## config.mk

```make
export PLATFORM = sky130hd
export DESIGN_NAME = hann_window_reader_flat
export DESIGN_NICKNAME = d
export VERILOG_FILES = /design/src/rtl/hann_window_reader_if.sv /design/src/rtl/hann_window_reader.sv /design/src/flat_wrapper.sv
export SDC_FILE = /design/constraint.sdc
export NUM_CORES = 1
export LEC_CHECK = 0
export BUFFER_PORTS_ARGS = -buffer_cell sky130_fd_sc_hd__buf_2
export CAP_MARGIN = 5
export CORE_ASPECT_RATIO = 0.5
export CORE_MARGIN = 5
export CORE_UTILIZATION = 60
export DETAILED_ROUTE_END_ITERATION = 7
export GPL_TIMING_DRIVEN = 0
export PLACE_DENSITY = 0.78
export SYNTH_ARGS = -nofsm -noshare
export SYNTH_HDL_FRONTEND = slang
export SYNTH_SLANG_ARGS = --single-unit
```

## constraint.sdc

```tcl
create_clock -name clk -period 11.75 [get_ports clk]
set_input_delay 0.5875 -clock clk [delete_from_list [all_inputs] [get_ports clk]]
set_output_delay 0.5875 -clock clk [all_outputs]
set_load 0.02 [all_outputs]
```

## src/rtl/hann_window_reader_if.sv

```systemverilog
`default_nettype none
// ==========================================================================
// hann_window_reader_if : sample-in / coefficient-store / windowed-out bundle
// Revision 1.0
// ==========================================================================
interface hann_window_reader_if #(
   parameter int DATA_W = 16
);
   logic                     in_valid;
   logic signed [DATA_W-1:0] in_data;
   logic                     in_ready;
   logic                     coef_rd_en;
   logic [15:0]              coef_data;
   logic                     out_valid;
   logic signed [DATA_W-1:0] out_data;
   logic                     out_last;

   modport slave (
      input  in_valid, in_data, coef_data,
      output in_ready, coef_rd_en, out_valid, out_data, out_last
   );

   modport master (
      output in_valid, in_data, coef_data,
      input  in_ready, coef_rd_en, out_valid, out_data, out_last
   );
endinterface
`default_nettype wire

```

## src/rtl/hann_window_reader.sv

```systemverilog
`default_nettype none
// ==========================================================================
// hann_window_reader : windows a sample stream with Hann coefficients read
//                      from an auto-incrementing store, replaying after stalls
// Revision 1.0
// ==========================================================================
module hann_window_reader #(
   parameter int FRAME_LEN = 512,
   parameter int ADDR_W    = 9,
   parameter int DATA_W    = 16
) (
   input  wire logic           clk,
   input  wire logic           rst_n,
   input  wire logic           en,
   output logic                busy,
   hann_window_reader_if.slave bus
);
   localparam int                 PROD_W    = DATA_W + 17;
   localparam logic [ADDR_W-1:0]  LAST_IDX  = ADDR_W'(FRAME_LEN - 1);
   localparam bit                 FULL_WRAP = (FRAME_LEN == (1 << ADDR_W));
   localparam logic signed [PROD_W-1:0] SAT_MAX =
      {{(PROD_W-DATA_W+1){1'b0}}, {(DATA_W-1){1'b1}}};
   localparam logic signed [PROD_W-1:0] SAT_MIN =
      {{(PROD_W-DATA_W+1){1'b1}}, {(DATA_W-1){1'b0}}};

   typedef enum logic [1:0] {
      ST_IDLE   = 2'd0,
      ST_RUN    = 2'd1,
      ST_RESYNC = 2'd2,
      ST_GAP    = 2'd3
   } state_t;

   state_t                   state_q, state_d;
   logic [ADDR_W-1:0]        idx_q, idx_d;
   logic [ADDR_W-1:0]        rcnt_q, rcnt_d;
   logic                     s1_valid_q, s1_valid_d;
   logic signed [DATA_W-1:0] s1_data_q, s1_data_d;
   logic                     s1_last_q, s1_last_d;
   logic                     out_valid_q, out_valid_d;
   logic signed [DATA_W-1:0] out_data_q, out_data_d;
   logic                     out_last_q, out_last_d;

   logic                     accept;
   logic signed [PROD_W-1:0] prod;
   logic signed [PROD_W-1:0] res;
   logic signed [DATA_W-1:0] sat;

   assign accept = (state_q == ST_RUN) && bus.in_valid;

   // The store address tracks idx only while reads are continuous; any
   // non-reading cycle mid-frame sends us to replay idx reads from address 0.
   always_comb begin
      state_d = state_q;
      idx_d   = idx_q;
      rcnt_d  = rcnt_q;
      case (state_q)
         ST_IDLE: begin
            if (en) state_d = ST_RUN;
         end
         ST_RUN: begin
            if (accept) begin
               if (idx_q == LAST_IDX) begin
                  idx_d = '0;
                  if (!FULL_WRAP)  state_d = ST_GAP;
                  else if (!en)    state_d = ST_IDLE;
               end else begin
                  idx_d = idx_q + ADDR_W'(1);
               end
            end else if (idx_q != '0) begin
               state_d = ST_RESYNC;
               rcnt_d  = '0;
            end else if (!en) begin
               state_d = ST_IDLE;
            end
         end
         ST_RESYNC: begin
            rcnt_d = rcnt_q + ADDR_W'(1);
            if (rcnt_q == idx_q - ADDR_W'(1)) state_d = ST_RUN;
         end
         ST_GAP: begin
            state_d = en ? ST_RUN : ST_IDLE;
         end
         default: state_d = ST_IDLE;
      endcase
   end

   // Stage 1 holds the accepted sample while its coefficient comes back.
   always_comb begin
      s1_valid_d = accept;
      s1_data_d  = accept ? bus.in_data : s1_data_q;
      s1_last_d  = accept ? (idx_q == LAST_IDX) : s1_last_q;

      prod = PROD_W'(s1_data_q) * PROD_W'($signed({1'b0, bus.coef_data}));
      res  = prod >>> 15;
      if (res > SAT_MAX)      sat = SAT_MAX[DATA_W-1:0];
      else if (res < SAT_MIN) sat = SAT_MIN[DATA_W-1:0];
      else                    sat = res[DATA_W-1:0];

      out_valid_d = s1_valid_q;
      out_last_d  = s1_valid_q & s1_last_q;
      out_data_d  = s1_valid_q ? sat : out_data_q;
   end

   always_ff @(posedge clk or negedge rst_n) begin
      if (!rst_n) begin
         state_q     <= ST_IDLE;
         idx_q       <= '0;
         rcnt_q      <= '0;
         s1_valid_q  <= 1'b0;
         s1_data_q   <= '0;
         s1_last_q   <= 1'b0;
         out_valid_q <= 1'b0;
         out_data_q  <= '0;
         out_last_q  <= 1'b0;
      end else begin
         state_q     <= state_d;
         idx_q       <= idx_d;
         rcnt_q      <= rcnt_d;
         s1_valid_q  <= s1_valid_d;
         s1_data_q   <= s1_data_d;
         s1_last_q   <= s1_last_d;
         out_valid_q <= out_valid_d;
         out_data_q  <= out_data_d;
         out_last_q  <= out_last_d;
      end
   end

   assign bus.in_ready   = (state_q == ST_RUN);
   assign bus.coef_rd_en = ((state_q == ST_RUN) && bus.in_valid) || (state_q == ST_RESYNC);
   assign bus.out_valid  = out_valid_q;
   assign bus.out_data   = out_data_q;
   assign bus.out_last   = out_last_q;
   assign busy           = (state_q != ST_IDLE);

endmodule
`default_nettype wire

```

## src/flat_wrapper.sv

```systemverilog
// flat-port wrapper written by rule: the top's interface ports become plain ports
module hann_window_reader_flat 
#(
   parameter int FRAME_LEN = 512,
   parameter int ADDR_W    = 9,
   parameter int DATA_W    = 16
)
  (clk, rst_n, en, busy, bus_in_valid, bus_in_data, bus_coef_data, bus_in_ready, bus_coef_rd_en, bus_out_valid, bus_out_data, bus_out_last);
  hann_window_reader_if #(.DATA_W(DATA_W)) bus_i ();
  input  wire logic clk;
  input  wire logic rst_n;
  input  wire logic en;
  output logic busy;
  input wire logic [$bits(bus_i.in_valid)-1:0] bus_in_valid;
  input wire logic [$bits(bus_i.in_data)-1:0] bus_in_data;
  input wire logic [$bits(bus_i.coef_data)-1:0] bus_coef_data;
  output wire logic [$bits(bus_i.in_ready)-1:0] bus_in_ready;
  output wire logic [$bits(bus_i.coef_rd_en)-1:0] bus_coef_rd_en;
  output wire logic [$bits(bus_i.out_valid)-1:0] bus_out_valid;
  output wire logic [$bits(bus_i.out_data)-1:0] bus_out_data;
  output wire logic [$bits(bus_i.out_last)-1:0] bus_out_last;
  assign bus_i.in_valid = bus_in_valid;
  assign bus_i.in_data = bus_in_data;
  assign bus_i.coef_data = bus_coef_data;
  assign bus_in_ready = bus_i.in_ready;
  assign bus_coef_rd_en = bus_i.coef_rd_en;
  assign bus_out_valid = bus_i.out_valid;
  assign bus_out_data = bus_i.out_data;
  assign bus_out_last = bus_i.out_last;
  hann_window_reader #(.FRAME_LEN(FRAME_LEN), .ADDR_W(ADDR_W), .DATA_W(DATA_W)) u_core (.clk(clk), .rst_n(rst_n), .en(en), .busy(busy), .bus(bus_i));
endmodule
```

### Yosys cells after proc, flatten, opt, wreduce, memory -nomap -nowiden

Cells that the tools add are included.

* add/subtract/negate cells: 3
* multipliers: 1
* reduce and logical (&&, ||, !) cells: 9
* bitwise logic cells: 1
* equal/unequal tests: 10
* mux-type cells: 14
* magnitude comparators: 2

Operator list (number)
* $mul A16 B17 Y33: 1
* $mux W16: 2
* $mux W9: 3
* $add A9 B1 Y9 const B: 2
* $gt A18 B16 Y1 const B: 1
* $lt A18 B16 Y1 const B: 1
* $pmux W9 S2: 1
* $mux W2: 6
* $eq A9 B9 Y1: 1
* $eq A9 B9 Y1 const B: 1
* $reduce_bool A9 Y1: 1
* $sub A9 B1 Y9 const B: 1
* $pmux W2 S4: 1
* $reduce_and A3 Y1: 2
* $eq A2 B2 Y1 const B: 2
* $ne A2 B1 Y1 const B: 2
* $ne A2 B2 Y1 const B: 2
* $reduce_bool A2 Y1: 2
* $ne A3 B3 Y1 const B: 1
* $eq A2 B1 Y1 const B: 1
* $logic_not A2 Y1: 1
* $reduce_and A2 Y1: 1
* $and A1 B1 Y1: 1
* $logic_and A1 B1 Y1: 1
* 2 further kinds: 2

* bits in registers: 56
* logic and storage cells: 49
* input bits: 36
* output and inout port bits: 21

### Longest topological paths before layout

* depth in word-level cells: 4
* gate-level depth with buffers: 25
* depth with buffers taken out: 21

### Worst setup path before layout

OpenSTA, ideal clock, no wires.

* kind: input-to-reg
* start point: input bus_coef_data[14]
* end point: register u_core.out_data_q[10] (netlist: u_core.bus.out_data[10])
* stages: 21
* arrival time: 6320 ps
* setup slack: 5363 ps
* library setup time: 66 ps
* cell sequence: clkbuf_1 nand2_1 fa_1 fa_1 fa_1 inv_1 fa_1 fa_1 inv_1 fa_1 inv_1 ha_1 a21oi_1 o21ai_1 a21o_1 a211oi_1 a21oi_1 or4_4 o31ai_4 buf_6 a221o_1

* longest elaborated chain between the ends: 4
* elaborated cells on any way between the ends: 5

RTL lines
* start: declaration: RTL line flat_wrapper.sv:16 `input wire logic [$bits(bus_i.coef_data)-1:0] bus_coef_data;`
* $mul A16 B17 Y33 (*): RTL line hann_window_reader.sv:93 `prod = PROD_W'(s1_data_q) * PROD_W'($signed({1'b0, bus.coef_data}));`
* $lt A18 B16 Y1: RTL line hann_window_reader.sv:96 `else if (res < SAT_MIN) sat = SAT_MIN[DATA_W-1:0];`
* $mux W16: RTL line hann_window_reader.sv:96
* $mux W16 (*): RTL line hann_window_reader.sv:95 `if (res > SAT_MAX) sat = SAT_MAX[DATA_W-1:0];`
* end signal: assignment: RTL line hann_window_reader.sv:123 `out_data_q <= out_data_d;`
* end: declaration: RTL line hann_window_reader.sv:40 `logic signed [DATA_W-1:0] out_data_q, out_data_d;`

Mark *: on every way between the ends. The rest lies on a longest branch, timed or not.
A chain may end at the register's enable or synchronous reset.

### Final worst setup path

* start point: register u_core.s1_data_q[6]
* end point: register u_core.out_data_q[7] (netlist: u_core.bus.out_data[7])

* longest elaborated chain between the ends: 4
* elaborated cells on any way between the ends: 5

RTL lines
* start: declaration: RTL line hann_window_reader.sv:37 `logic signed [DATA_W-1:0] s1_data_q, s1_data_d;`
* start signal: assignment: RTL line hann_window_reader.sv:120 `s1_data_q <= s1_data_d;`
* $mul A16 B17 Y33 (*): RTL line hann_window_reader.sv:93
* $lt A18 B16 Y1: RTL line hann_window_reader.sv:96
* $mux W16: RTL line hann_window_reader.sv:96
* $mux W16 (*): RTL line hann_window_reader.sv:95

Marks and branches as above.

==> results.toml <==
[logic_synthesis]
synthTopCellsByCount = "inv_1, fa_1, nand2_1"
synthTopCellsByArea = "fa_1, ha_1, dfrtp_1, inv_1, and2_1"
yosysTopAreaCellShare = 0.341
syn-num-nets = 1606
async_reset_ff_frac = 1.00
synth-seq-area-share = 0.124
synth_area_leader_cell = "fa_1"
ys_types = 56
synth.most_common_cell = "inv_1"
ys_seq_elements = 56
synth_cells = 1250
post_synth.cell_area_avg_um2 = 9.05
synth_edf_count = 0
synth_flop_cell = "dfrtp_1"
netlist_area_mm2 = 0.0113
yosysWarnings = 0

[worst_setup_path]
worstPathArrival_ns = 7.78
crit_path_max_fanout = 10
start_kind = "flip-flop"
cp-end-kind = "flip-flop"
cp.required_ns = 11.98
worstSetupPathType = "reg -> reg"

[sta]
rsz0062_at_grt = "false"
hold_viol_final = 0
skew_ns = 0.0126
period_needed_ns = 7.55
timing.fmax_mhz = 133
drv_slew = 0
finalCritPeriodShare = 0.642
worst_pin_slew_ns = 0.978
fin_setup_tns_ns = 0
setup_viol = 0
max-slew-margin-rel = 0.348

[die]
io_pins = 57
initial_utilization = 0.612
die_h_um = 107
die_w_um = 204
core_area_mm2 = 0.0185
placementRows = 35
die_area_mm2 = 0.0219

[place]
port_buffers = 56
dp_hpwl_um = 23700
place.gp.congestion = 0.981

[clocking]
cts_resized = 0
htreeDepth = 2
cts_tree = "yes"
cts.clk_slew.worst_paths_ns = 0.07
cts_hold_buffers = 0
clk_path_buf_depth = 2
postCtsSetupBuffers = 0
clockRootBuffer = "clkbuf_16"
clock_latency_ns = 0.31
clock_sinks = 56
cts_buffers = 5

[global_route]
grt_max_degree = 57
grt_remaining_overflow = 0
grt_pass1_vias = 9287
grt_usage = 0.269
grt_pass1_wl_um = 46300
antenna_found_initial = 0

[routing]
ant_nets = 0
viasPerCell = 5.68
first_iter_violations = 628
wirelength_um = 28200
first_pass_iters = 5
routedWlPerCell_um = 17.9
dr_total_vias = 8930
drcViolationCount = 0

[job]
cap_violations = 0

[layout]
antenna_cells = 0
drive_above_1_share = 0.0731
area_growth_pct = 6.62
nets = 1669

[min_path]
hold_class = "in -> async"

[outcome]
status = "complete, no violations"
-- metrics by stage --
stage	utilization	setup WS (ns)	hold slack [ns]	cell area, um^2	std cells
finish	0.653	4.20	0.359	12100	1573
global route	0.653	3.85	0.420	12100	1573
CTS	0.653	4.31	0.488	12100	1573
detailed placement	0.645	4.14	0.470	11900	1565
global placement	0.645	4.25	0.458	11900	1565
floorplan	-	5.36	0.292	11300	1250
-- cell usage in the layout, fill, tap and decap left out, types with 18 or more instances in the layout --
cell type | netlist | routed
dfrtp_1 | 56 | 56
nor2_1 | 36 | 36
mux2_2 | 19 | 19
fa_1 | 193 | 193
and2_1 | 115 | 115
clkbuf_1 | 44 | 45
buf_2 | 3 | 58
a21oi_1 | 39 | 39
inv_1 | 252 | 252
xnor2_1 | 18 | 18
nand2_1 | 164 | 164
o21ai_0 | 35 | 35
ha_1 | 127 | 127
-- layout make-up --
type                    count  area (um^2)
multi-input cells         892         8770
flip-flops and latches     56         1400
plain buffers              50          203
clock inverters             2         13.8
clock buffers               6          129
repair buffers             56          283
inverters                 252          946
fillers                  1586         6410
well taps                 259          324
-- layer usage --
metal	GRT usage	routed length (um)	up-vias
li1	-	-	4015
met1	0.355	11200	4449
met2	0.441	13100	392
met3	0.0662	2790	74
met4	0.0850	1040	0
met5	0	0	-
-- worst max-delay path, cell delays in order, from the launching register on --
cell,delay [ns]
dfrtp_1,0.66
clkbuf_1,0.56
and2_1,0.23
fa_1,0.40
inv_1,0.08
fa_1,0.45
fa_1,0.55
inv_1,0.06
fa_1,0.44
fa_1,0.54
inv_1,0.05
fa_1,0.53
inv_1,0.04
ha_1,0.36
a21oi_1,0.26
o21ai_1,0.12
a21o_1,0.21
a211oi_1,0.60
a21oi_1,0.14
or4_4,0.47
o31ai_4,0.37
buf_6,0.20
a221o_1,0.15
-- cells by family after synthesis --
kind of cell    after synthesis  synth area share
fa+ha+maj                   320             0.482
simple gates                383             0.168
mux                          19            0.0189
compound gates              136            0.0796
buf+inv                     302             0.101
flops                        56             0.124
xor+xnor                     34            0.0263
-- worst paths after layout --
path,start,endpoint,slack [ns],depth (start not counted)
worst min register to register,u_core.s1_last_q,u_core.bus.out_last,0.48,1
worst max-delay path,u_core.s1_data_q[6],u_core.bus.out_data[7],4.20,22
worst min-delay path,rst_n,u_core.rcnt_q[3],0.36,1
min in group clk,u_core.s1_last_q,u_core.bus.out_last,0.48,1
max in group asynchronous,rst_n,u_core.bus.out_data[7],10.91,1
worst max register to register,u_core.s1_data_q[6],u_core.bus.out_data[7],4.20,22
-- registers in the layout (all words and copies together), names as in the netlist --
register / count
u_core.out_valid_d: 1
u_core.bus.out_last: 1
u_core.s1_last_q: 1
u_core.idx_q: 9
u_core.bus.out_data: 16
u_core.state_q: 2
u_core.s1_data_q: 16
u_core.rcnt_q: 9
u_core.bus.out_valid: 1
Power is not shown: default switching activity piles up to over one toggle a cycle in this logic, so the estimate is an artifact.
